--- config.mk ---
export PLATFORM = sky130hd
export DESIGN_NAME = ones_expand
export DESIGN_NICKNAME = d
export VERILOG_FILES = /design/src/rtl/ones_expand.sv
export SDC_FILE = /design/constraint.sdc
export NUM_CORES = 1
export LEC_CHECK = 0
export CORE_MARGIN = 5
export CORE_UTILIZATION = 52
export CTS_BUF_LIST = sky130_fd_sc_hd__clkbuf_8
export DETAILED_ROUTE_END_ITERATION = 12
export PLACE_DENSITY = 0.92
export SYNTH_ARGS = -nofsm -noshare
export SYNTH_HDL_FRONTEND = slang
export SYNTH_SLANG_ARGS = --single-unit
--- constraint.sdc ---
create_clock -name clk -period 2.4 [get_ports clk]
set_clock_uncertainty 0.2 [all_clocks]
set_input_delay 0.72 -clock clk [delete_from_list [all_inputs] [get_ports clk]]
set_output_delay 0.72 -clock clk [all_outputs]
set_load 0.01 [all_outputs]
--- src/rtl/ones_expand.sv ---
// ones_expand: turns a count into a WIDTH-bit thermometer mask and streams that
// mask out LSB first, one bit per ready/valid beat, WIDTH beats per frame.
// Optional self-check: define ONES_EXPAND_CHECK_EN to count emitted ones and
// flag a sticky chk_err when a frame's ones total disagrees with its count.
module ones_expand #(
  parameter int unsigned WIDTH = 16,
  parameter int unsigned CW    = 5
) (
  input  logic             clk,
  input  logic             reset,
  input  logic             in_valid,
  output logic             in_ready,
  input  logic [CW-1:0]    in_count,
  output logic             out_valid,
  input  logic             out_ready,
  output logic             out_bit,
  output logic             out_last,
  output logic [WIDTH-1:0] mask,
  output logic             busy,
  output logic             chk_err
);

  localparam logic [CW-1:0] CNT_MAX  = CW'(WIDTH);
  localparam logic [CW-1:0] LAST_IDX = CW'(WIDTH - 1);

  typedef enum logic {
    S_IDLE = 1'b0,
    S_SEND = 1'b1
  } state_t;

  state_t           state_q;
  logic [CW-1:0]    cnt_q;
  logic [CW-1:0]    idx_q;
  logic             out_bit_q;
  logic             out_last_q;
  logic [WIDTH-1:0] mask_q;

  logic [CW-1:0]    cnt_sat_d;
  logic [WIDTH-1:0] mask_d;
  logic [CW-1:0]    idx_d;
  logic             accept_c;
  logic             beat_c;

  assign accept_c = in_valid && (state_q == S_IDLE);
  assign beat_c   = out_ready && (state_q == S_SEND);
  assign idx_d    = idx_q + CW'(1);

  // Saturate the requested count and build its thermometer mask
  always_comb begin
    cnt_sat_d = (in_count > CNT_MAX) ? CNT_MAX : in_count;
    mask_d    = '0;
    for (int i = 0; i < int'(WIDTH); i++) begin
      mask_d[i] = (CW'(i) < cnt_sat_d);
    end
  end

  // Frame FSM: accept a count in IDLE, emit WIDTH beats in SEND
  always_ff @(posedge clk or posedge reset) begin
    if (reset) begin
      state_q    <= S_IDLE;
      cnt_q      <= '0;
      idx_q      <= '0;
      out_bit_q  <= 1'b0;
      out_last_q <= 1'b0;
      mask_q     <= '0;
    end else begin
      case (state_q)
        S_IDLE: begin
          if (in_valid) begin
            state_q    <= S_SEND;
            cnt_q      <= cnt_sat_d;
            idx_q      <= '0;
            mask_q     <= mask_d;
            out_bit_q  <= (cnt_sat_d != '0);
            out_last_q <= (LAST_IDX == '0);
          end
        end
        S_SEND: begin
          if (out_ready) begin
            if (out_last_q) begin
              state_q    <= S_IDLE;
              idx_q      <= '0;
              out_bit_q  <= 1'b0;
              out_last_q <= 1'b0;
            end else begin
              idx_q      <= idx_d;
              out_bit_q  <= (idx_d < cnt_q);
              out_last_q <= (idx_d == LAST_IDX);
            end
          end
        end
        default: state_q <= S_IDLE;
      endcase
    end
  end

  assign in_ready  = (state_q == S_IDLE);
  assign out_valid = (state_q == S_SEND);
  assign busy      = (state_q == S_SEND);
  assign out_bit   = out_bit_q;
  assign out_last  = out_last_q;
  assign mask      = mask_q;

`ifdef ONES_EXPAND_CHECK_EN
  logic [CW-1:0] ones_q;
  logic          chk_err_q;

  // Count ones actually emitted and compare against cnt at frame end
  always_ff @(posedge clk or posedge reset) begin
    if (reset) begin
      ones_q    <= '0;
      chk_err_q <= 1'b0;
    end else if (accept_c) begin
      ones_q <= '0;
    end else if (beat_c) begin
      if (out_bit_q) begin
        ones_q <= ones_q + CW'(1);
      end
      if (out_last_q && ((ones_q + CW'(out_bit_q)) != cnt_q)) begin
        chk_err_q <= 1'b1;
      end
    end
  end

  assign chk_err = chk_err_q;
`else
  logic unused_c;
  assign unused_c = accept_c ^ beat_c;
  assign chk_err  = 1'b0;
`endif

endmodule

==> summary.md, run 1 <==
| Metric | Value |
|---|---|
| Status | `finished, final reports clean` |
| First-pass GRT wire length | `5330 um` |
| Highest metal used | `met4` |
| Slew Limit Fails | `0` |
| Routed wl met2 | `1470 um` |
| Ant diodes | `0` |
| Unrepaired setup endpoints after global routing | `no` |
| Max Cap Viol | `0` |
| Initial antenna violation count | `0` |
| Crit path DAT | `1.41 ns` |
| Per-cell routed wire length | `14.1 um` |
| Number of global-route vias before repair | `1232` |
| Mean post-synth cell area | `9.26 um^2` |
| CP max stage cell | `clkdlybuf4s50_1` |
| CTS resizes | `0` |
| Clk pwr share | `13.0%` |
| Nets | `199` |
| Final hold vios | `0` |
| Post-synthesis cell area | `1400 um^2` |
| Final critical-path share of the clock period | `97.3%` |
| Critical path class | `reg2out` |
| Seq pwr share | `38.5%` |
| Reg-to-reg endpoint | `out_bit` |
| Fin Setup TNS | `0 ns` |
| Layout cells sized above 1 | `10.9%` |
| Total gr overflow | `0` |
| Die Area | `3820 um^2` |
| DIE HEIGHT | `61.8 um` |
| H-Tree Level Count | `1` |
| Seq cells post-synth | `28` |
| Synth Net Count | `166` |
| IO Count | `31` |
| Switch share | `36.2%` |
| Post-DP HPWL | `2240 um` |
| Cts hold-fix bufs | `0` |
| Drt first pass iters | `4` |
| Maximum clock path buffer count | `2` |
| Crit Path Max Fanout | `7` |
| Lkg Pwr | `0.806 nW` |
| Ys flop type | `dfrtp_1` |
| RD Place Congestion | `0.832` |
| Leading cell type in the layout, fill and taps excluded | `clkdlybuf4s50_1` |
| Seq/Total Area, Yosys | `50.1%` |
| Critical Path Max Stage Delay | `0.54 ns` |
| # rows | `18` |
| Die Wd | `61.8 um` |
| WP buf/inv | `2` |
| Area of the core | `2520 um^2` |
| Via Count | `1210` |
| Root buffer cell | `clkbuf_8` |
| Synth cell types | `34` |
| Crit. End Element | `output port` |
| Overall routing resource usage | `18.9%` |
| Synthesis Warnings | `0` |
| Num Clock Sinks | `28` |
| WHS | `0.286 ns` |
| Crit path cell chain | `inv_2, clkdlybuf4s50_1` |
| CTS clock-pin slew for the worst setup and hold paths | `0.09 ns` |
| Hold Crit Depth | `2` |
| Area grow syn2layout | `29.0%` |
| Commonest non-fill, non-tap cells in the layout | `29 x clkdlybuf4s50_1, 28 x dfrtp_1, 19 x nor2_1` |
| Final wirelength | `3010 um` |
| Min-Delay Endpoint | `cnt_q[0]` |
| Hold_sp | `cnt_q[0]` |
| Hold/Removal Path Class | `reg2reg` |
| Post-synth EDFFs | `0` |
| DRT iter0 DRCs | `104` |
| Crit path required time | `1.48 ns` |
| Starting density of the core | `55.4%` |
| DRT met1 WL | `1300 um` |
| Met3 WL post-DR | `167 um` |
| CTS Buf Count | `3` |
| Async set or reset register ratio after synthesis | `100%` |
| Post-Synthesis Cells | `151` |
| Final setup vio count | `0` |
| Largest net degree at the start of global routing | `32` |
| Total internal power | `1.40 mW` |
| Count of port buffers added during placement | `29` |
| Detailed-route DRC error count | `0` |
| CTS tree | `built` |
| Pwr dens | `1220 nW/um^2` |
| Vias per cell | `5.68` |
| Final Critical Period | `2.33 ns` |
| R2R Setup Slk | `0.27 ns` |
| Worst setup SP type | `flip-flop` |
| Sw power | `0.796 mW` |
| Final Util | `71.5%` |
| Reg2Reg Depth | `8` |
| CP top delay family | `buffers and inverters` |
| Setup bufs post-CTS | `0` |
| Part of the power in combinational logic | `48.5%` |
| Maximum VDD drop | `0.770 mV` |
| Clock latency on the worst-skew pair | `0.27 ns` |
| FF-to-FF Start | `idx_q[0]` |
| Fmax | `428 MHz` |
| Routed Antenna Nets | `0` |
-- kinds of logic (layout without fill, tap and decap cells) --
kind of cell	count (synthesis)	count (layout)	synth area share [%]
buffers and inverters	23	55	7.16
and+or+nand+nor	46	46	15.8
other	1	1	0.268
DFF	28	28	50.1
xor gates and xnor gates	3	3	1.88
adders and majority gates	6	6	5.37
muxes	1	1	0.716
AOI/OAI and AO/OA	43	43	18.7
-- worst max path at each step --
| stage | slack [ns] | cells past startpoint | end | start |
|---|---|---|---|---|
| 2_1_floorplan | 0.42 | 8 | out_bit | idx_q[0] |
| 6_report | 0.07 | 2 | in_ready | busy |
| 3_5_place_dp | 0.14 | 5 | out_bit | out_ready |
| 5_1_grt | 0.02 | 2 | in_ready | busy |
| 4_1_cts | 0.07 | 2 | in_ready | busy |
| 3_3_place_gp | 0.18 | 5 | out_bit | out_ready |
-- registers in the layout (all words and copies together) (netlist names) --
signal    flops
cnt_q         5
idx_q         5
out_last      1
out_bit       1
busy          1
mask         15
-- power by group through the flow --
| stage | clock [mW] | combinational [mW] | sequential, mW |
|---|---|---|---|
| floorplan | 0 | 0.553 | 0.886 |
| global placement | 0 | 1.02 | 0.838 |
| detailed placement | 0 | 1.08 | 0.849 |
| CTS | 0.292 | 1.08 | 0.845 |
| global route | 0.316 | 1.20 | 0.872 |
| finish | 0.286 | 1.07 | 0.847 |
-- metrics by stage --
step	area (um^2)	std cells	total power, mW	setup slack (ns)
after floorplan	1400	151	1.44	0.424
after global placement	1750	209	1.85	0.184
after detailed placement	1750	209	1.92	0.141
after CTS	1800	213	2.22	0.0654
after global routing	1800	213	2.39	0.0229
final	1800	213	2.20	0.0654
-- cell type report --
| type | instances | area (um^2) |
|---|---|---|
| fill | 188 | 719 |
| sequential | 28 | 701 |
| multi-input combinational | 100 | 599 |
| timing repair buffer | 39 | 365 |
| clock buffer | 4 | 55.1 |
| inverter | 12 | 45.0 |
| tap | 30 | 37.5 |
-- layer usage --
metal / track usage (%) / vias to the layer above
met2: 30.8 / 49
met1: 24.6 / 579
met4: 8.79 / 0
li1: - / 573
met3: 3.10 / 9
met5: 0 / -
-- synthesized netlist by cell type (2+ instances only) --
| library cell | number | area (um^2) |
|---|---|---|
| nand2_1 | 12 | 45.0 |
| a21oi_1 | 17 | 85.1 |
| a21o_1 | 2 | 15.0 |
| ha_1 | 6 | 75.1 |
| nand3b_1 | 4 | 30.0 |
| nand3_1 | 4 | 20.0 |
| buf_2 | 2 | 10.0 |
| nor2_1 | 19 | 71.3 |
| o21ai_0 | 9 | 45.0 |
| dfrtp_1 | 28 | 701 |
| buf_4 | 3 | 22.5 |
| inv_1 | 11 | 41.3 |
| nand2b_1 | 2 | 12.5 |
| a31oi_1 | 6 | 37.5 |
| xor2_1 | 2 | 17.5 |
| clkbuf_1 | 6 | 22.5 |
-- tightest hold or removal path: stages, from the launching register on --
cell and delay [ns]:
dfrtp_1 0.35, nand2_1 0.06, nand2_1 0.05
Note: power is estimated with default switching activity, not from simulation.
==> run 2: changes to the inputs <==
Settings changed: TNS_END_PERCENT from default to 30.
==> results of run 2 <==
Final layout, timing and power as in run 1 (identical DEF).
==> run 3: changes to the inputs <==
Settings changed: HOLD_SLACK_MARGIN from default to 0.06.
==> results of run 3 <==
Final layout, timing and power as in run 1 (identical DEF).
